$ cat config.mk
export PLATFORM = sky130hd
export DESIGN_NAME = btn_debounce_multi
export DESIGN_NICKNAME = d
export VERILOG_FILES = /design/src/rtl/btn_pkg.sv /design/src/rtl/btn_debounce_chan.sv /design/src/rtl/btn_debounce_multi.sv
export SDC_FILE = /design/constraint.sdc
export NUM_CORES = 1
export LEC_CHECK = 0
export CAP_MARGIN = 20
export CORE_MARGIN = 4
export CORE_UTILIZATION = 50
export DETAILED_ROUTE_END_ITERATION = 7
export GPL_ROUTABILITY_DRIVEN = 0
export GPL_TIMING_DRIVEN = 0
export HOLD_SLACK_MARGIN = 0.06
export PLACE_DENSITY = 0.82
export RECOVER_POWER = 100
export REMOVE_ABC_BUFFERS = 1
export SKIP_LAST_GASP = 1
export SLEW_MARGIN = 20
export SYNTH_ARGS = -nofsm -noshare
export SYNTH_HDL_FRONTEND = slang
export SYNTH_SLANG_ARGS = --single-unit
$ cat constraint.sdc
create_clock -name ext_clk -period 4.4 [get_ports ext_clk]
set_input_delay 0.44 -clock ext_clk [delete_from_list [all_inputs] [get_ports ext_clk]]
set_output_delay 0.44 -clock ext_clk [all_outputs]
set_load 0.03 [all_outputs]
$ cat src/rtl/btn_pkg.sv
// Shared types and default timing constants for the front-panel button conditioner.
// The optional auto-repeat feature is enabled with the BTN_AUTO_REPEAT_EN macro.
package btn_pkg;

  typedef enum logic [1:0] {
    IDLE         = 2'b00,
    PRESS_WAIT   = 2'b01,
    HELD         = 2'b11,
    RELEASE_WAIT = 2'b10
  } btn_state_e;

  localparam int unsigned DEBOUNCE_CYCLES_DEF = 16;
  localparam int unsigned REPEAT_DELAY_DEF    = 64;
  localparam int unsigned REPEAT_PERIOD_DEF   = 32;

endpackage

$ cat src/rtl/btn_debounce_chan.sv
// One button channel: 2-flop synchroniser, stable-count debounce FSM, level and strobes.
// Defining BTN_AUTO_REPEAT_EN adds a repeat counter that re-fires press_o while held.
module btn_debounce_chan
  import btn_pkg::*;
#(
  parameter int unsigned DEBOUNCE_CYCLES = DEBOUNCE_CYCLES_DEF,
  parameter int unsigned REPEAT_DELAY    = REPEAT_DELAY_DEF,
  parameter int unsigned REPEAT_PERIOD   = REPEAT_PERIOD_DEF
) (
  input  logic clk_i,
  input  logic rst_i,
  input  logic btn_i,
  output logic level_o,
  output logic press_o,
  output logic release_o,
  output logic press_next_o
);

  localparam int CNT_W = $clog2(DEBOUNCE_CYCLES);
  localparam logic [CNT_W-1:0] CNT_LAST = CNT_W'(DEBOUNCE_CYCLES - 1);

  if (DEBOUNCE_CYCLES < 2) begin : g_bad_debounce
    $error("DEBOUNCE_CYCLES must be at least 2");
  end
  if (REPEAT_DELAY < 1 || REPEAT_PERIOD < 1) begin : g_bad_repeat
    $error("REPEAT_DELAY and REPEAT_PERIOD must be at least 1");
  end

  btn_state_e       state_q, state_d;
  logic [CNT_W-1:0] cnt_q, cnt_d;
  logic             s1_q, s2_q;
  logic             level_q, level_d;
  logic             press_q, press_d;
  logic             release_q, release_d;

`ifdef BTN_AUTO_REPEAT_EN
  localparam int unsigned RPT_MAX = (REPEAT_DELAY > REPEAT_PERIOD) ? REPEAT_DELAY : REPEAT_PERIOD;
  localparam int RPT_W = $clog2(RPT_MAX + 1);

  logic [RPT_W-1:0] rpt_cnt_q, rpt_cnt_d;
  logic             rpt_run_q, rpt_run_d;
  logic [RPT_W-1:0] rpt_last;

  // First repeat waits the long delay; later ones use the shorter period.
  assign rpt_last = rpt_run_q ? RPT_W'(REPEAT_PERIOD - 1) : RPT_W'(REPEAT_DELAY - 1);
`endif

  always_comb begin
    state_d   = state_q;
    cnt_d     = cnt_q;
    level_d   = level_q;
    press_d   = 1'b0;
    release_d = 1'b0;
`ifdef BTN_AUTO_REPEAT_EN
    rpt_cnt_d = rpt_cnt_q;
    rpt_run_d = rpt_run_q;
`endif
    case (state_q)
      IDLE: begin
        if (s2_q) begin
          state_d = PRESS_WAIT;
          cnt_d   = CNT_W'(1);
        end else begin
          cnt_d = '0;
        end
      end
      PRESS_WAIT: begin
        if (!s2_q) begin
          state_d = IDLE;
          cnt_d   = '0;
        end else if (cnt_q == CNT_LAST) begin
          state_d = HELD;
          level_d = 1'b1;
          press_d = 1'b1;
          cnt_d   = '0;
`ifdef BTN_AUTO_REPEAT_EN
          rpt_cnt_d = '0;
          rpt_run_d = 1'b0;
`endif
        end else begin
          cnt_d = cnt_q + CNT_W'(1);
        end
      end
      HELD: begin
        if (!s2_q) begin
          state_d = RELEASE_WAIT;
          cnt_d   = CNT_W'(1);
        end else begin
          cnt_d = '0;
`ifdef BTN_AUTO_REPEAT_EN
          // Repeat time only advances while settled in HELD; RELEASE_WAIT just pauses it.
          if (rpt_cnt_q == rpt_last) begin
            press_d   = 1'b1;
            rpt_cnt_d = '0;
            rpt_run_d = 1'b1;
          end else begin
            rpt_cnt_d = rpt_cnt_q + RPT_W'(1);
          end
`endif
        end
      end
      RELEASE_WAIT: begin
        if (s2_q) begin
          state_d = HELD;
          cnt_d   = '0;
        end else if (cnt_q == CNT_LAST) begin
          state_d   = IDLE;
          level_d   = 1'b0;
          release_d = 1'b1;
          cnt_d     = '0;
        end else begin
          cnt_d = cnt_q + CNT_W'(1);
        end
      end
      default: begin
        state_d = IDLE;
        cnt_d   = '0;
      end
    endcase
  end

  always_ff @(posedge clk_i or posedge rst_i) begin
    if (rst_i) begin
      s1_q      <= 1'b0;
      s2_q      <= 1'b0;
      state_q   <= IDLE;
      cnt_q     <= '0;
      level_q   <= 1'b0;
      press_q   <= 1'b0;
      release_q <= 1'b0;
`ifdef BTN_AUTO_REPEAT_EN
      rpt_cnt_q <= '0;
      rpt_run_q <= 1'b0;
`endif
    end else begin
      s1_q      <= btn_i;
      s2_q      <= s1_q;
      state_q   <= state_d;
      cnt_q     <= cnt_d;
      level_q   <= level_d;
      press_q   <= press_d;
      release_q <= release_d;
`ifdef BTN_AUTO_REPEAT_EN
      rpt_cnt_q <= rpt_cnt_d;
      rpt_run_q <= rpt_run_d;
`endif
    end
  end

  assign level_o      = level_q;
  assign press_o      = press_q;
  assign release_o    = release_q;
  assign press_next_o = press_d;

endmodule

$ cat src/rtl/btn_debounce_multi.sv
// N-channel push-button conditioner: independent debounced channels plus an any-press strobe.
// Auto-repeat of press strobes is built only when BTN_AUTO_REPEAT_EN is defined.
module btn_debounce_multi
  import btn_pkg::*;
#(
  parameter int unsigned CHANNELS        = 5,
  parameter int unsigned DEBOUNCE_CYCLES = DEBOUNCE_CYCLES_DEF,
  parameter int unsigned REPEAT_DELAY    = REPEAT_DELAY_DEF,
  parameter int unsigned REPEAT_PERIOD   = REPEAT_PERIOD_DEF
) (
  input  logic                ext_clk,
  input  logic                reset,
  input  logic [CHANNELS-1:0] btn_in,
  output logic [CHANNELS-1:0] level_out,
  output logic [CHANNELS-1:0] press_pulse,
  output logic [CHANNELS-1:0] release_pulse,
  output logic                any_press
);

  if (CHANNELS < 1 || CHANNELS > 16) begin : g_bad_channels
    $error("CHANNELS must be in the range 1..16");
  end

  logic [CHANNELS-1:0] press_next;
  logic                any_press_q;

  for (genvar i = 0; i < CHANNELS; i++) begin : g_chan
    btn_debounce_chan #(
      .DEBOUNCE_CYCLES(DEBOUNCE_CYCLES),
      .REPEAT_DELAY   (REPEAT_DELAY),
      .REPEAT_PERIOD  (REPEAT_PERIOD)
    ) u_chan (
      .clk_i       (ext_clk),
      .rst_i       (reset),
      .btn_i       (btn_in[i]),
      .level_o     (level_out[i]),
      .press_o     (press_pulse[i]),
      .release_o   (release_pulse[i]),
      .press_next_o(press_next[i])
    );
  end

  // Registered from the channels' next-state strobes so it lines up with press_pulse.
  always_ff @(posedge ext_clk or posedge reset) begin
    if (reset) begin
      any_press_q <= 1'b0;
    end else begin
      any_press_q <= |press_next;
    end
  end

  assign any_press = any_press_q;

endmodule

==> results.md, run 1 <==
- Status: finished, violations left
- Violated checks: max-capacitance violations, max-slew violations
- Worst-Margin Slew: between 2000 and 2500 ps
- Peak supply drop: roughly 0.26 mV
- Achievable frequency: around 0.44 GHz
- Fin. max-slew vios: 57
- # IOs: 23
- Number of violations of the max-capacitance limit: 1
- Min-delay worst type: flop to flop
- Top Family by Delay on Critical Path: buffers and inverters
- Clk Latency, worst-skew pair: 300 ps
- Max incr delay on CP: ~1300 ps
- Clock Power Share: ~17%
- Logic pwr share: 41.3%
- Slew Limit Headroom: -56.56%
- DPL Wire Length: about 3500 um
- Internal power: approximately 0.0010 W
- Largest cells by area after synthesis: dfrtp_1 (48%), ha_1 (13%), buf_4 (3.8%)
- Die area: just over 7000 um2
- Layout cells sized above 1: about 3.8%
- Nets: 324
- Type of the worst setup path: input port to async pin
- Leakage: ~1.5 nW
- Crit path buf inv count: 2
- Hold buffers post-CTS: 0
- Die height: ~85 um
- Synth warnings: 0
- Area Overhead vs Synth: 8.148%
- Sink Count: between 50 and 60
- Worst path slowest cell: clkinvlp_2
- Total grt overflow: 0
- Yosys reg bits: 56
- Mapped Cells: 280
- Cts repair resizes: 0
- Via density: approximately 5.3
- Post-synthesis sequential area ratio: between 40% and 50%
- Clk root buf: clkbuf_8
- Synthesized area per cell: approximately 10 um2
- CTS buffer count: 5
- Mapped Area: a little under 3000 um2
- Via count: 1,922
- Placed cells: approximately 350
- Wirelength per Cell: about 13 um
- DRT Wirelength: between 4000 and 5000 um
- Layout Skew: about 3.2 ps
- Antenna diode count: 0
- Pin count of the biggest net entering global routing: 57
- Core Rows: 27
- Initial DRT Pass Iterations: 4
- Worst Path Arrival: between 2000 and 2500 ps
- Setup TNS: 0 ps
- Switching Share: about two fifths
- CP startpoint kind: input port
- Clock H-tree levels: 2
- GRT Total Usage: roughly 14%
- IO Port Bufs: 22
- Residual DRC: 0
- Endpoints failing hold: 0
- Power Total: 0.001664 W
- Vias in the first global route: about 1,900
- Post-route ant nets: 0
- Area share of the largest cell type after synthesis: between 40% and 50%
- RSZ-0062 raised after global routing: false
- Post-Layout Cell Count: 360
- First-pass GRT wire length: 8300 um
- Starting Density: roughly 52%
- Core Box Area: approximately 5600 um2
- Worst path cell trace: dlygate4sd3_1 -> clkinvlp_2
- Setup Viol. Count Final: 0
- Synth cell types: 38
- WP data required: 4480 ps
- TritonCTS clock tree: done
- Postcts setup bufs: 0
- Antenna violations before repair: 0
- Seq pwr share: 41.9%
- Sw power: around 0.00064 W
- Post-synth top area cell: dfrtp_1
- Worst-case clock buffer depth: 2
- Period utilization: around 50%
- Crit path capture type: async pin
- Die W: 84.59 um
- Clock Pin Slew Worst Setup and Hold Paths: around 90 ps
- Fin crit period: approximately 2300 ps
- PwrDens: between 500 and 600 nW/um2
- DR iter-0 viols: roughly 120
- Critical path fanouts, max: 56
cell type report:
cell class | instances | area, um2
Fill cell | 476 | 2436
Sequential cell | 56 | 1401
Tap cell | 72 | 90.09
Multi-Input combinational cell | 181 | 1290
Clock buffer | 8 | 90.09
Inverter | 21 | 80.08
Timing Repair Buffer | 22 | 220.2
state kept, by name, summed over array words and instances, names as in the netlist:
| register | cells |
|---|---|
| any_press | 1 |
| g_chan.u_chan.s2_q | 5 |
| g_chan.u_chan.cnt_q | 20 |
| g_chan.u_chan.state_q | 10 |
| g_chan.u_chan.level_o | 5 |
| g_chan.u_chan.s1_q | 5 |
| g_chan.u_chan.release_o | 5 |
| g_chan.u_chan.press_o | 5 |
cells in the final DEF (no fill, tap or decap), types with 3 or more instances in the layout:
cell,count
xnor2_1,3
o31ai_1,7
nand2b_1,5
ha_1,30
o21ai_0,10
a21oi_1,19
xor2_1,7
and2_0,3
inv_1,20
clkbuf_8,6
nor4_1,3
nor2_1,22
nand2_1,14
mux2i_1,5
nand3_1,8
dlygate4sd3_1,22
dfrtp_1,56
mux2_2,3
nor3_1,6
nor3b_1,5
a31oi_1,5
and3_1,5
o41ai_1,4
cell usage after synthesis, drive strengths merged:
master / n
dfrtp: 56
ha: 30
nor2: 22
inv: 21
a21oi: 19
buf: 17
nand2: 14
o21ai: 10
nand3: 8
o31ai: 8
xor2: 7
nor3: 6
a31oi: 5
and2: 5
and3: 5
clkbuf: 5
mux2i: 5
nand2b: 5
nor3b: 5
mux2: 4
o41ai: 4
nor4: 3
xnor2: 3
a211oi: 2
nor2b: 2
a221o: 1
a22oi: 1
a2bb2oi: 1
and2b: 1
nand4: 1
nand4b: 1
o211ai: 1
o22ai: 1
or4b: 1
layer usage:
metal	track usage, %	share of wire [%]	up-vias
met5	0	0	-
met4	4.317	1.4	0
met3	3.238	3.9	6
met2	25.12	50	38
met1	16.71	45	916
li1	-	-	962
kinds of logic after synthesis:
group                      Yosys count  synth area share [%]
and+or+nand+nor                     79                 13.82
DFF                                 56                 47.78
adders and majority gates           30                 12.80
buffers and inverters               43                 7.935
muxes                                9                 3.370
AOI/OAI and AO/OA                   53                 11.31
xor gates and xnor gates            10                 2.987
worst paths after layout:
path | startpoint | end | slack (ps) | cells past startpoint
max in group ext_clk | g_chan[3].u_chan.level_o | level_out[3] | 2520 | 1
min | g_chan[3].u_chan.s1_q | g_chan[3].u_chan.s2_q | 350 | 0
max reg2reg | g_chan[2].u_chan.state_q[1] | g_chan[2].u_chan.state_q[1] | 2640 | 5
min in group asynchronous | reset | g_chan[4].u_chan.release_o | 1210 | 2
max | reset | g_chan[4].u_chan.level_o | 2140 | 2
min reg2reg | g_chan[3].u_chan.s1_q | g_chan[3].u_chan.s2_q | 350 | 0
worst reg2reg max path: cells and delay by family (launching register included):
kind	cells	cell delay, ps
AOI/OAI and AO/OA	2	570
adders and majority gates	1	240
buffers and inverters	1	100
muxes	1	360
DFF	1	420
stage by stage:
step	hold WS (ps)	area, um2	worst slack (ps)	utilization (%)
after CTS	352.6	3182	2563	56.74
after floorplan	331.2	2779	2589	-
final	350.7	3172	2137	56.56
after global placement	333.3	3089	1645	55.09
after detailed placement	334.7	3092	2665	55.13
after global routing	368.0	3172	1643	56.56
power groups by stage:
| stage | Clock (W) | Sequential (W) | Combinational [W] |
|---|---|---|---|
| after floorplan | 0 | 0.000700 | 0.000535 |
| after CTS | 0.000292 | 0.000696 | 0.000697 |
| final | 0.000281 | 0.000696 | 0.000687 |
| after global placement | 0 | 0.000699 | 0.000655 |
| after detailed placement | 0 | 0.000705 | 0.000695 |
| after global routing | 0.000313 | 0.000712 | 0.000779 |
No activity file was read; power rests on OpenSTA's default activity.
==> run 2, diff against run 1 <==
- PLACE_DENSITY: 0.82 -> 0.85
- clock period: 4.4 -> 1.9 ns (I/O delays scaled with it)
==> results.md, run 2 (synthesis gave the netlist of run 1 again) <==
- Nets: approximately 320
- Die W: ~85 um
- Area occupied by multi-input gates: around 1300 um2
- Top Family by Delay on Critical Path: compound AO/OA/AOI/OAI gates
- Via count: roughly 2,000
- WP data required: between 2000 and 2500 ps
- DRT Wirelength: 4604 um
- Top flop regs: g_chan.u_chan.cnt_q x20, g_chan.u_chan.state_q x10
- Via density: roughly 5.4
- First-pass GRT wire length: approximately 8500 um
- CTS buffer count: 5
- DPL Wire Length: between 3000 and 4000 um
- Slew Limit Headroom: between 20% and 30%
- Sequential Area: between 1000 and 1500 um2
- Core Rows: 27
- Reg2reg start: g_chan[2].u_chan.state_q[1]
- RSZ-0062 raised after global routing: false
- Critical path fanouts, max: 5
- Fin. max-slew vios: 0
- Antenna diode count: 0
- Crit path capture type: flop
- PwrDens: 1203 nW/um2
- Post-Route M1 WL: 2050 um
- Clk root buf: clkbuf_8
- Die height: roughly 85 um
- Vias in the first global route: between 1,500 and 2,000
- Peak supply drop: approximately 0.53 mV
- Wirelength per Cell: between 10 and 15 um
- Setup Viol. Count Final: 0
- Area Overhead vs Synth: 8.788%
- Die area: between 7000 and 8000 um2
- Achievable frequency: about 0.56 GHz
- DR WL met3: around 160 um
- GRT Total Usage: about 14%
- Clk Latency, worst-skew pair: about 310 ps
- Area after DPL: between 3000 and 4000 um2
- Antenna violations before repair: 0
- Layout cells sized above 1: around 5.2%
- Worst-case clock buffer depth: 2
- WHS Path Cells: 0
- Most frequent cells in the layout: dfrtp_1 (56), ha_1 (30), nor2_1 (22), dlygate4sd3_1 (22), inv_1 (20)
- DR iter-0 viols: just over 90
- Met2 wire len: around 2300 um
- Worst path slowest cell: dfrtp_1
- # IOs: 23
- Clock H-tree levels: 2
- Power Total: approximately 0.0038 W
- Total grt overflow: 0
- Endpoints failing hold: 0
- Leakage: roughly 1.5 nW
- Post-route cell area: ~3200 um2
- Initial DRT Pass Iterations: 4
- Hold_sp: g_chan[1].u_chan.s1_q
- Number of flip-flops under the largest register name: 20
- Sw power: 0.001499 W
- TritonCTS clock tree: done
- Switching Share: 39.04%
- Hold Slack: roughly 360 ps
- Clock Power Share: 16.8%
- Layout filler cell count: around 470
- Setup TNS: 0 ps
- Type of the worst setup path: flop to flop
- R2R depth: 5
- Core Box Area: approximately 5600 um2
- IO Port Bufs: 22
- Reg2reg end: g_chan[2].u_chan.state_q[1]
- Highest routed layer: met4
- Clock Pin Slew Worst Setup and Hold Paths: approximately 100 ps
- Fin crit period: around 1800 ps
- Biggest register: g_chan.u_chan.cnt_q
- Hold buffers post-CTS: 0
- Residual DRC: 0
- Starting Density: between 50% and 60%
- Internal power: between 0.002 and 0.0025 W
- Crit path launch: g_chan[2].u_chan.state_q[1]
- Worst Path Arrival: about 2000 ps
- Worst-Margin Slew: between 1000 and 1500 ps
- Period utilization: between 90% and 100%
- Most common cell after layout, fill and taps aside: dfrtp_1
- Post-route ant nets: 0
- Crit path buf inv count: 1
- Max incr delay on CP: between 400 and 500 ps
- Worst path cell trace: inv_1 -> ha_1 -> mux2_1 -> a221o_1 -> o31ai_1
- Postcts setup bufs: 0
- Status: finished, final reports clean
- Reg2reg setup slack: approximately 110 ps
- Hold EP: g_chan[1].u_chan.s2_q
- Logic pwr share: ~40%
- Seq pwr share: 42.0%
- Pin count of the biggest net entering global routing: between 50 and 60
- Layout Skew: around 11 ps
- Sink Count: 56
- CP startpoint kind: flop
- Number of violations of the max-capacitance limit: 0
- Min-delay worst type: flop to flop
==> run 2: what timing repair did <==
item,CTS,global route
pin swaps,0,0
setup endpoints to repair,1,3
gates resized for setup,1,2
==> run 2: power by group through the flow <==
stage | clock network [W] | logic (W) | registers, W
final | 0.000647 | 0.00158 | 0.00161
after global routing | 0.000723 | 0.00183 | 0.00165
after CTS | 0.000677 | 0.00161 | 0.00161
after detailed placement | 0 | 0.00159 | 0.00164
after global placement | 0 | 0.00151 | 0.00162
after floorplan | 0 | 0.00124 | 0.00162
==> run 2: stage by stage <==
step / setup WS, ps / util [%] / cells
after floorplan: 338.7 / - / 258
after global placement: -616.5 / 55.09 / 352
after detailed placement: 3.309 / 55.13 / 352
after CTS: 103.8 / 56.87 / 360
after global routing: 1.877 / 56.89 / 360
final: 105.9 / 56.89 / 360
==> run 2: metal layers <==
layer | GRT usage (%) | vias up
met2 | 25.77 | 30
met3 | 3.533 | 4
li1 | - | 966
met5 | 0 | -
met4 | 4.317 | 0
met1 | 16.99 | 958
==> run 2: worst register-to-register path: stages (launching register included) <==
cell and delay [ps]:
dfrtp_1 410, inv_1 100, ha_1 240, mux2_1 360, a221o_1 360, o31ai_1 240
==> run 2: cell type report <==
type                    instances  share of cell area (%)
clock inverters                 3                  0.7059
multi-input cells             181                   41.02
repair buffers                 22                   6.902
well taps                      72                   2.824
flip-flops and latches         56                   43.92
inverters                      21                   2.471
clock buffers                   5                   2.157
==> run 2: how the worst max path moves through the flow <==
stage / to / slack (ps) / depth (start not counted)
finish: g_chan[2].u_chan.state_q[1] / 110 / 5
CTS: any_press / 100 / 5
global route: g_chan[4].u_chan.state_q[0] / 2 / 6
detailed placement: any_press / 3 / 5
floorplan: any_press / 340 / 1
global placement: g_chan[2].u_chan.level_o / -620 / 2
